--- src/rtl/mmu_pkg.sv ---
// Shared definitions for the MMU: memory-stage op codes, exception codes,
// TLB geometry, the TLB entry / write payloads and the MMU state encoding.
// Entry layout (63 bits, MSB first): VPN2[18:0], PFN1, D1, V1, PFN0, D0, V0.
// Write struct layout (68 bits, MSB first): we, index, entry.
package mmu_pkg;

    localparam int unsigned MEM_OPT_WIDTH = 3;
    localparam logic [MEM_OPT_WIDTH-1:0] MEM_OPT_NONE = 3'd0;
    localparam logic [MEM_OPT_WIDTH-1:0] MEM_OPT_LW   = 3'd1;
    localparam logic [MEM_OPT_WIDTH-1:0] MEM_OPT_SW   = 3'd2;
    localparam logic [MEM_OPT_WIDTH-1:0] MEM_OPT_LB   = 3'd3;
    localparam logic [MEM_OPT_WIDTH-1:0] MEM_OPT_LBU  = 3'd4;
    localparam logic [MEM_OPT_WIDTH-1:0] MEM_OPT_SB   = 3'd5;

    localparam int unsigned EXC_CODE_WIDTH = 5;
    localparam logic [EXC_CODE_WIDTH-1:0] EC_NONE = 5'h1F;
    localparam logic [EXC_CODE_WIDTH-1:0] EC_MOD  = 5'd1;
    localparam logic [EXC_CODE_WIDTH-1:0] EC_TLBL = 5'd2;
    localparam logic [EXC_CODE_WIDTH-1:0] EC_TLBS = 5'd3;
    localparam logic [EXC_CODE_WIDTH-1:0] EC_ADEL = 5'd4;
    localparam logic [EXC_CODE_WIDTH-1:0] EC_ADES = 5'd5;

    localparam int unsigned TLB_INDEX_WIDTH        = 4;
    localparam int unsigned VPN2_WIDTH             = 19;
    localparam int unsigned PFN_WIDTH              = 20;
    localparam int unsigned TLB_ENTRY_WIDTH        = VPN2_WIDTH + 2 * (PFN_WIDTH + 2);
    localparam int unsigned TLB_WRITE_STRUCT_WIDTH = 1 + TLB_INDEX_WIDTH + TLB_ENTRY_WIDTH;

    typedef struct packed {
        logic [VPN2_WIDTH-1:0] vpn2;
        logic [PFN_WIDTH-1:0]  pfn1;
        logic                  d1;
        logic                  v1;
        logic [PFN_WIDTH-1:0]  pfn0;
        logic                  d0;
        logic                  v0;
    } tlb_entry_t;

    typedef struct packed {
        logic                       we;
        logic [TLB_INDEX_WIDTH-1:0] index;
        tlb_entry_t                 entry;
    } tlb_write_t;

    typedef enum logic [2:0] {
        ST_IDLE,
        ST_XLATE,
        ST_RD,
        ST_WR,
        ST_RMW_RD,
        ST_RMW_WR
    } mmu_state_e;

    // Ops the MMU acts on; anything else on the request port is ignored.
    function automatic logic is_valid_opt(input logic [MEM_OPT_WIDTH-1:0] o);
        return o inside {MEM_OPT_LW, MEM_OPT_SW, MEM_OPT_LB, MEM_OPT_LBU, MEM_OPT_SB};
    endfunction

endpackage

--- src/rtl/mmu_tlb.sv ---
// Fully associative TLB: entry storage plus combinational priority lookup.
// Storage exists only when MMU_TLB_EN is defined; otherwise the lookup
// reports a permanent miss and all inputs are ignored.
// Ports:
//   clk, rst      clock, asynchronous active-high reset (clears all entries)
//   i_we/i_index/i_entry  entry write, applied at the posedge
//   i_vpn2/i_odd  lookup key (addr[31:13]) and page-half select (addr[12])
//   o_hit_c, o_pfn_c, o_d_c, o_v_c  combinational lookup result
module mmu_tlb
    import mmu_pkg::*;
#(
    parameter int unsigned NR_TLB_ENTRY = 16
) (
    input  logic                       clk,
    input  logic                       rst,
    input  logic                       i_we,
    input  logic [TLB_INDEX_WIDTH-1:0] i_index,
    input  tlb_entry_t                 i_entry,
    input  logic [VPN2_WIDTH-1:0]      i_vpn2,
    input  logic                       i_odd,
    output logic                       o_hit_c,
    output logic [PFN_WIDTH-1:0]       o_pfn_c,
    output logic                       o_d_c,
    output logic                       o_v_c
);

`ifdef MMU_TLB_EN
    tlb_entry_t                 r_entry [NR_TLB_ENTRY];
    logic                       w_hit;
    logic [TLB_INDEX_WIDTH-1:0] w_sel;

    // Entry storage; a write is visible to lookups from the next cycle.
    always_ff @(posedge clk or posedge rst) begin
        if (rst) begin
            for (int i = 0; i < int'(NR_TLB_ENTRY); i++) begin
                r_entry[i] <= '0;
            end
        end else if (i_we) begin
            r_entry[i_index] <= i_entry;
        end
    end

    // Scan from the top so the lowest matching index is the one kept.
    always_comb begin
        w_hit = 1'b0;
        w_sel = '0;
        for (int i = int'(NR_TLB_ENTRY) - 1; i >= 0; i--) begin
            if (r_entry[i].vpn2 == i_vpn2) begin
                w_hit = 1'b1;
                w_sel = TLB_INDEX_WIDTH'(i);
            end
        end
    end

    assign o_hit_c = w_hit;
    assign o_pfn_c = i_odd ? r_entry[w_sel].pfn1 : r_entry[w_sel].pfn0;
    assign o_d_c   = i_odd ? r_entry[w_sel].d1   : r_entry[w_sel].d0;
    assign o_v_c   = i_odd ? r_entry[w_sel].v1   : r_entry[w_sel].v0;
`else
    logic w_unused;
    assign w_unused = ^{clk, rst, i_we, i_index, i_entry, i_vpn2, i_odd, 32'(NR_TLB_ENTRY)};
    assign o_hit_c  = 1'b0;
    assign o_pfn_c  = '0;
    assign o_d_c    = 1'b0;
    assign o_v_c    = 1'b0;
`endif

endmodule

--- src/rtl/mmu.sv ---
// Memory management unit for the memory stage's single-outstanding port.
// Translates kseg0/kseg1 directly and everything else through the TLB,
// raises address/TLB exceptions, and runs word/byte accesses on the
// physical bus (byte stores as read-modify-write).
// Build option: MMU_TLB_EN enables the TLB; without it every address maps
// to addr & UNMAPPED_MASK and only alignment exceptions exist.
// Ports:
//   clk, rst            clock, asynchronous active-high reset
//   tlb_write_struct    {we, index, entry} TLB write
//   opt/addr/data_in    request (one-cycle pulse), virtual address, store data
//   data_out/exc_code   load result and exception, held until next request
//   busy                request in flight
//   phy_*               physical bus: addr/wdata/we/req out, rdata/ack in
module mmu
    import mmu_pkg::*;
#(
    parameter int unsigned NR_TLB_ENTRY  = 16,
    parameter logic [31:0] UNMAPPED_MASK = 32'h1FFF_FFFF
) (
    input  logic                              clk,
    input  logic                              rst,
    input  logic [TLB_WRITE_STRUCT_WIDTH-1:0] tlb_write_struct,
    input  logic [MEM_OPT_WIDTH-1:0]          opt,
    input  logic [31:0]                       addr,
    input  logic [31:0]                       data_in,
    output logic [31:0]                       data_out,
    output logic [EXC_CODE_WIDTH-1:0]         exc_code,
    output logic                              busy,
    output logic [31:0]                       phy_addr,
    output logic [31:0]                       phy_wdata,
    output logic                              phy_we,
    output logic                              phy_req,
    input  logic [31:0]                       phy_rdata,
    input  logic                              phy_ack
);

    mmu_state_e                r_state, w_state_nxt;
    logic [MEM_OPT_WIDTH-1:0]  r_opt, w_opt_nxt;
    logic [31:0]               r_addr, w_addr_nxt;
    logic [31:0]               r_wdata, w_wdata_nxt;
    logic                      r_busy, w_busy_nxt;
    logic [EXC_CODE_WIDTH-1:0] r_exc, w_exc_nxt;
    logic [31:0]               r_data_out, w_data_out_nxt;
    logic                      r_phy_req, w_phy_req_nxt;
    logic                      r_phy_we, w_phy_we_nxt;
    logic [31:0]               r_phy_addr, w_phy_addr_nxt;
    logic [31:0]               r_phy_wdata, w_phy_wdata_nxt;

    tlb_write_t                w_tlb_wr;
    logic                      w_tlb_hit;
    logic [PFN_WIDTH-1:0]      w_tlb_pfn;
    logic                      w_tlb_d;
    logic                      w_tlb_v;

    logic                      w_is_word;
    logic                      w_is_store;
    logic                      w_fault;
    logic [EXC_CODE_WIDTH-1:0] w_fault_code;
    logic [31:0]               w_phys;
    logic [7:0]                w_byte;
    logic [31:0]               w_load;
    logic [31:0]               w_merged;

    assign w_tlb_wr = tlb_write_t'(tlb_write_struct);

    mmu_tlb #(
        .NR_TLB_ENTRY(NR_TLB_ENTRY)
    ) u_tlb (
        .clk     (clk),
        .rst     (rst),
        .i_we    (w_tlb_wr.we),
        .i_index (w_tlb_wr.index),
        .i_entry (w_tlb_wr.entry),
        .i_vpn2  (r_addr[31:13]),
        .i_odd   (r_addr[12]),
        .o_hit_c (w_tlb_hit),
        .o_pfn_c (w_tlb_pfn),
        .o_d_c   (w_tlb_d),
        .o_v_c   (w_tlb_v)
    );

`ifndef MMU_TLB_EN
    logic w_unused;
    assign w_unused = ^{w_tlb_hit, w_tlb_pfn, w_tlb_d, w_tlb_v};
`endif

    assign w_is_word  = (r_opt == MEM_OPT_LW) || (r_opt == MEM_OPT_SW);
    assign w_is_store = (r_opt == MEM_OPT_SW) || (r_opt == MEM_OPT_SB);

    // Translation of the latched address, in exception-priority order.
    always_comb begin
        w_fault      = 1'b0;
        w_fault_code = EC_NONE;
        w_phys       = r_addr & UNMAPPED_MASK;
        if (w_is_word && (r_addr[1:0] != 2'b00)) begin
            w_fault      = 1'b1;
            w_fault_code = w_is_store ? EC_ADES : EC_ADEL;
        end else if (r_addr[31:30] == 2'b10) begin
            w_phys = r_addr & UNMAPPED_MASK;
`ifdef MMU_TLB_EN
        end else if (!w_tlb_hit || !w_tlb_v) begin
            w_fault      = 1'b1;
            w_fault_code = w_is_store ? EC_TLBS : EC_TLBL;
        end else if (w_is_store && !w_tlb_d) begin
            w_fault      = 1'b1;
            w_fault_code = EC_MOD;
        end else begin
            w_phys = {w_tlb_pfn, r_addr[11:0]};
`endif
        end
    end

    // Little-endian lane extraction and byte-store merge.
    always_comb begin
        w_byte   = phy_rdata[7:0];
        w_merged = phy_rdata;
        case (r_addr[1:0])
            2'd0: begin w_byte = phy_rdata[7:0];   w_merged[7:0]   = r_wdata[7:0]; end
            2'd1: begin w_byte = phy_rdata[15:8];  w_merged[15:8]  = r_wdata[7:0]; end
            2'd2: begin w_byte = phy_rdata[23:16]; w_merged[23:16] = r_wdata[7:0]; end
            default: begin w_byte = phy_rdata[31:24]; w_merged[31:24] = r_wdata[7:0]; end
        endcase
        case (r_opt)
            MEM_OPT_LB:  w_load = {{24{w_byte[7]}}, w_byte};
            MEM_OPT_LBU: w_load = {24'h0, w_byte};
            default:     w_load = phy_rdata;
        endcase
    end

    // Next-state and registered-output logic.
    always_comb begin
        w_state_nxt     = r_state;
        w_opt_nxt       = r_opt;
        w_addr_nxt      = r_addr;
        w_wdata_nxt     = r_wdata;
        w_busy_nxt      = r_busy;
        w_exc_nxt       = r_exc;
        w_data_out_nxt  = r_data_out;
        w_phy_req_nxt   = r_phy_req;
        w_phy_we_nxt    = r_phy_we;
        w_phy_addr_nxt  = r_phy_addr;
        w_phy_wdata_nxt = r_phy_wdata;
        case (r_state)
            ST_IDLE: begin
                if (is_valid_opt(opt)) begin
                    w_opt_nxt   = opt;
                    w_addr_nxt  = addr;
                    w_wdata_nxt = data_in;
                    w_busy_nxt  = 1'b1;
                    w_exc_nxt   = EC_NONE;
                    w_state_nxt = ST_XLATE;
                end
            end
            ST_XLATE: begin
                if (w_fault) begin
                    w_exc_nxt   = w_fault_code;
                    w_busy_nxt  = 1'b0;
                    w_state_nxt = ST_IDLE;
                end else begin
                    w_phy_addr_nxt = {w_phys[31:2], 2'b00};
                    w_phy_req_nxt  = 1'b1;
                    if (r_opt == MEM_OPT_SW) begin
                        w_phy_we_nxt    = 1'b1;
                        w_phy_wdata_nxt = r_wdata;
                        w_state_nxt     = ST_WR;
                    end else if (r_opt == MEM_OPT_SB) begin
                        w_phy_we_nxt = 1'b0;
                        w_state_nxt  = ST_RMW_RD;
                    end else begin
                        w_phy_we_nxt = 1'b0;
                        w_state_nxt  = ST_RD;
                    end
                end
            end
            ST_RD: begin
                if (phy_ack) begin
                    w_data_out_nxt = w_load;
                    w_busy_nxt     = 1'b0;
                    w_phy_req_nxt  = 1'b0;
                    w_state_nxt    = ST_IDLE;
                end
            end
            ST_RMW_RD: begin
                // Request stays high: the merged write follows straight on.
                if (phy_ack) begin
                    w_phy_wdata_nxt = w_merged;
                    w_phy_we_nxt    = 1'b1;
                    w_state_nxt     = ST_RMW_WR;
                end
            end
            ST_WR, ST_RMW_WR: begin
                if (phy_ack) begin
                    w_busy_nxt    = 1'b0;
                    w_phy_req_nxt = 1'b0;
                    w_phy_we_nxt  = 1'b0;
                    w_state_nxt   = ST_IDLE;
                end
            end
            default: begin
                w_busy_nxt    = 1'b0;
                w_phy_req_nxt = 1'b0;
                w_phy_we_nxt  = 1'b0;
                w_state_nxt   = ST_IDLE;
            end
        endcase
    end

    // State and output registers.
    always_ff @(posedge clk or posedge rst) begin
        if (rst) begin
            r_state     <= ST_IDLE;
            r_opt       <= MEM_OPT_NONE;
            r_addr      <= '0;
            r_wdata     <= '0;
            r_busy      <= 1'b0;
            r_exc       <= EC_NONE;
            r_data_out  <= '0;
            r_phy_req   <= 1'b0;
            r_phy_we    <= 1'b0;
            r_phy_addr  <= '0;
            r_phy_wdata <= '0;
        end else begin
            r_state     <= w_state_nxt;
            r_opt       <= w_opt_nxt;
            r_addr      <= w_addr_nxt;
            r_wdata     <= w_wdata_nxt;
            r_busy      <= w_busy_nxt;
            r_exc       <= w_exc_nxt;
            r_data_out  <= w_data_out_nxt;
            r_phy_req   <= w_phy_req_nxt;
            r_phy_we    <= w_phy_we_nxt;
            r_phy_addr  <= w_phy_addr_nxt;
            r_phy_wdata <= w_phy_wdata_nxt;
        end
    end

    assign data_out  = r_data_out;
    assign exc_code  = r_exc;
    assign busy      = r_busy;
    assign phy_addr  = r_phy_addr;
    assign phy_wdata = r_phy_wdata;
    assign phy_we    = r_phy_we;
    assign phy_req   = r_phy_req;

endmodule
--- config.mk ---
export PLATFORM = sky130hd
export DESIGN_NAME = mmu
export DESIGN_NICKNAME = d
export VERILOG_FILES = /design/src/rtl/mmu_pkg.sv /design/src/rtl/mmu_tlb.sv /design/src/rtl/mmu.sv
export SDC_FILE = /design/constraint.sdc
export NUM_CORES = 1
export LEC_CHECK = 0
export CELL_PAD_IN_SITES_DETAIL_PLACEMENT = 0
export CELL_PAD_IN_SITES_GLOBAL_PLACEMENT = 2
export CORE_ASPECT_RATIO = 1.75
export CORE_UTILIZATION = 28
export CTS_CLUSTER_SIZE = 28
export DETAILED_ROUTE_END_ITERATION = 8
export PLACE_DENSITY = 0.9
export SLEW_MARGIN = 20
export SYNTH_ARGS = -nofsm -noshare
export SYNTH_HDL_FRONTEND = slang
export SYNTH_SLANG_ARGS = --single-unit
--- constraint.sdc ---
create_clock -name clk -period 8.1 [get_ports clk]
set_clock_uncertainty 0.15 [all_clocks]
set_input_delay 1.62 -clock clk [delete_from_list [all_inputs] [get_ports clk]]
set_output_delay 1.62 -clock clk [all_outputs]
set_load 0.02 [all_outputs]
# Word level (Yosys, flattened, before mapping)
# Cells that the tools add are included.
# word_totals
register_bits,166
# classes
eq_ne,24
n_bitwise,4
reduce_logical,23
n_mux,33
# op_table
operator,count
$pmux W32 S2,2
$mux W32,3
$mux W8,4
$pmux W8 S3,1
$eq A3 B2 Y1 const B,6
$eq A3 B3 Y1 const B,6
$mux W3,6
$mux W5,3
$ne A2 B2 Y1 const B,6
$pmux W3 S4,1
$reduce_and A4 Y1,3
$pmux W5 S2,1
$eq A3 B1 Y1 const B,3
$mux W1,9
$reduce_and A3 Y1,3
$pmux W1 S4,2
$reduce_and A2 Y1,3
$reduce_bool A2 Y1,3
$reduce_or A2 Y1,3
$reduce_or A3 Y1,2
$reduce_bool A5 Y1,1
$not A1 Y1,4
$logic_not A3 Y1,1
$pmux W1 S3,1
other kinds (6),7

# Logic depth before layout (Yosys ltp)
# logic_depth
word_depth,6
ltp_mapped,7
mapped_depth_nobuf,4

# Least setup slack after synthesis
# Ideal clock, no wire load.
# synth_path
path_kind,in2reg
startpoint,input port phy_ack
endpoint,register r_data_out[10] (netlist: data_out[10])
cell_stages,6
setup_slack_ps,5083
arrival_ps,2741
t_required_ps,7824
setup_time_ps,126
n_path_buf,3
cell_sequence,buf_2 -> nor3b_1 -> and2_1 -> clkbuf_1 -> buf_2 -> a21oi_1
# synth_via
elab_chain_cells,1
# synth_rtl
element,line_no,rtl
from (decl),mmu.sv:34,input logic phy_ack
$reduce_and A2 Y1 (no line),--,
to (signal assigned),mmu.sv:229,r_data_out <= w_data_out_nxt;
to (decl),mmu.sv:43,"logic [31:0] r_data_out, w_data_out_nxt;"
# Every way passes these cells.
# A chain may end at the register's enable or synchronous reset.

# Worst setup path after layout
# layout_path
startpoint,input port phy_ack
endpoint,register r_data_out[28] (netlist: data_out[28])
# Same word-level chain as after synthesis.

==> results.sh <==
export IMPL_drt_iter0_markers=182
export IMPL_placementRows=78
export IMPL_finalSetupTns_ns=0
export IMPL_ys_flop_type="dfrtp_1"
export IMPL_first_pass_iters=4
export IMPL_cpPeakStageDelay_ns=0.88
export IMPL_grt_max_degree=88
export IMPL_syn_to_final_growth_pct=37.19
export IMPL_portBuffers=196
export IMPL_cts_root_buf="clkbuf_16"
export IMPL_grtUsageTotal_pct=16.40
export IMPL_netlist_area_sq_um=7338
export IMPL_outcome="finished, final reports clean"
export IMPL_io_pins=274
export IMPL_fp_dieH_um=216.2
export IMPL_grt_pass1_wl_mm=32.82
export IMPL_power_mw=4.327
export IMPL_antenna_found_initial=1
export IMPL_syn_inst=608
export IMPL_cts_setup_buffers=0
export IMPL_cp_arrival_ns=4.04
export IMPL_cp_cell_sequence="clkdlybuf4s50_1 -> nor3b_2 -> buf_4 -> and2_1 -> a21oi_1"
export IMPL_antenna_left=0
export IMPL_drive_gt1_share_pct=17.79
export IMPL_h_tree_depth=4
export IMPL_drc=0
export IMPL_relSlewSlack_pct=32.07
export IMPL_async_reset_ff_share_pct=100.0
export IMPL_crit_slowest_cell="and2_1"
export IMPL_yosysWarnings=0
export IMPL_worst_setup_path_end_kind="flop"
export IMPL_vdd_drop_max_mv=0.2736
export IMPL_cp_buffers_inverters=2
export IMPL_grt_pass1_vias=5440
export IMPL_cts_hold_fix_buffers=0
export IMPL_worst_ep_required_time_ns=8.21
export IMPL_wl_mm=21.19
export IMPL_final_area_sq_um=10070
export IMPL_path_max_fanout=41
export IMPL_cts_resized_gates=0
export IMPL_slew_violations=0
export IMPL_fin_crit_ns=3.926
export IMPL_min_period_over_period_pct=48.47
export IMPL_synth_area_per_cell_sq_um=12.07
export IMPL_clkLatencyLatePin_ns=0.44
export IMPL_wl_per_cell_um=18.94
export IMPL_worst_pin_slew_ns=1.019
export IMPL_placed_area_sq_um=9485
export IMPL_synth_edff_count=0
export IMPL_yosysUniqueCellTypes=40
export IMPL_clkTransAtPathRegs_ns=0.06
export IMPL_seqCellArea_sq_um=4081
export IMPL_gr_total_overflow=0
export IMPL_start_util_pct=28.37
export IMPL_synth_seq_cells=163
export IMPL_nets=955
export IMPL_fp_dieArea_sq_um=26880
export IMPL_ys_seq_area_share_pct=55.62
export IMPL_fin_util_pct=38.93
export IMPL_vias_per_cell=4.690
export IMPL_max_freq_mhz=254.7
export IMPL_cpLargestDelayFamily="simple AND/OR/NAND/NOR gates"
export IMPL_finalSetupViolations=0
export IMPL_min_path_type="flop to flop"
export IMPL_clk_path_buf_depth=2
export IMPL_hpwl_mm=15.92
export IMPL_clock_sinks=163
export IMPL_worst_setup_path_type="input port to flop"
export IMPL_cts_tree="built"
export IMPL_rsz0062_at_grt="no"
export IMPL_hold_violations=0
export IMPL_cp_start_kind="input port"
export IMPL_pwr_density_cell_nw_per_um2=429.9
export IMPL_core_sq_um=25860
export IMPL_multiInputGateArea_sq_um=2973
export IMPL_drv_cap=0
export IMPL_holdWs_ns=0.3372
export IMPL_cts_made_buffers=17
export IMPL_power_leakage_nw=4.119
export IMPL_gp_congestion=0.7889
export IMPL_die_x_um=124.4
export IMPL_vias=5248
export IMPL_nFillCells=2489
## state kept, by name, indices dropped and copies added, names as in the netlist
register,cells
data_out,32
phy_wdata,32
r_wdata,32
r_addr,29
phy_addr,27
r_opt,3
r_state,3
exc_code,2
busy,1
phy_req,1
phy_we,1
## where the power goes
group	total [mW]	internal [mW]	leakage (nW)	switching [mW]
registers	1.53	1.23	1.87	0.304
clock network	0.785	0.460	0.281	0.325
logic	2.01	1.02	1.97	0.987
total	4.33	2.71	4.12	1.62
## area by class of cell
type	count	share of cell area (%)
antenna	1	0.02486
clock buffer	23	4.947
clock inverter	9	0.7706
inverter	1	0.08700
multi-input combinational	398	29.53
sequential	163	40.54
tap	320	3.977
timing repair buffer	204	20.12
## layout by cell type, fill, tap and decap left out, types with 2 or more instances in the layout
cell type / synthesis / routed
buf_4: 10 / 7
dfstp_2: 2 / 2
o22ai_1: 8 / 8
mux2_2: 92 / 92
a31oi_1: 7 / 7
a211oi_1: 8 / 8
nor3b_2: 0 / 2
a21o_1: 2 / 2
or3_1: 2 / 2
mux2_1: 38 / 38
nor2_1: 67 / 67
nand2b_1: 4 / 4
a21oi_1: 61 / 61
nor3_1: 3 / 3
dfrtp_1: 161 / 161
clkbuf_16: 0 / 17
and2_1: 9 / 9
nand3_1: 2 / 2
clkinvlp_4: 0 / 3
clkdlybuf4s50_1: 0 / 196
or3b_2: 2 / 2
mux2i_1: 26 / 26
conb_1: 2 / 6
xnor2_1: 2 / 2
nor2b_1: 5 / 5
nand3b_1: 3 / 3
o21ai_0: 3 / 3
clkinv_2: 0 / 5
clkbuf_8: 0 / 5
nand2_1: 35 / 35
## Yosys cell counts (3+ instances only)
library cell / number / share of area [%]
and2_1: 9 / 0.77
buf_2: 17 / 1.2
a21oi_1: 61 / 4.2
dfrtp_1: 161 / 55
clkbuf_1: 13 / 0.67
a31oi_1: 7 / 0.60
nand2_1: 35 / 1.8
nor2b_1: 5 / 0.43
mux2_2: 92 / 14
a211oi_1: 8 / 0.82
nand2b_1: 4 / 0.34
o21ai_0: 3 / 0.20
buf_6: 8 / 1.2
nor2_1: 67 / 3.4
buf_4: 10 / 1.0
mux2_1: 38 / 5.8
nor3b_1: 3 / 0.31
o22ai_1: 8 / 0.68
nand3b_1: 3 / 0.31
nor3_1: 3 / 0.20
mux2i_1: 26 / 3.5
## stage by stage
step	cells	setup slack, ns
floorplan	612	1.928
global placement	1086	3.767
detailed placement	1086	3.719
CTS	1118	4.199
global route	1119	3.967
finish	1119	4.174
## cells by family after synthesis
logic type      after synthesis  share of synthesized area [%]
other cells                   2                         0.1023
simple gates                137                          8.355
buf+inv                      51                          4.229
mux                         157                          23.80
flops                       163                          55.62
xor+xnor                      2                         0.2387
compound gates               96                          7.656
## path summary, 6_finish.rpt
check | start | to | slack, ns | cells past startpoint
min in group asynchronous | rst | r_wdata[12] | 1.57 | 2
max in group asynchronous | rst | r_addr[16] | 4.99 | 3
hold reg to reg | phy_we | phy_we | 0.34 | 1
hold / removal | phy_we | phy_we | 0.34 | 1
setup reg to reg | r_state[1] | data_out[28] | 5.28 | 5
setup / recovery | phy_ack | data_out[28] | 4.17 | 5
## routing by layer
layer	global-route usage, %	share of wire, %
met1	16.79	36
met2	30.41	56
met3	3.629	3.6
met4	9.237	4.2
met5	0	0
No activity file was read; power rests on OpenSTA's default activity.
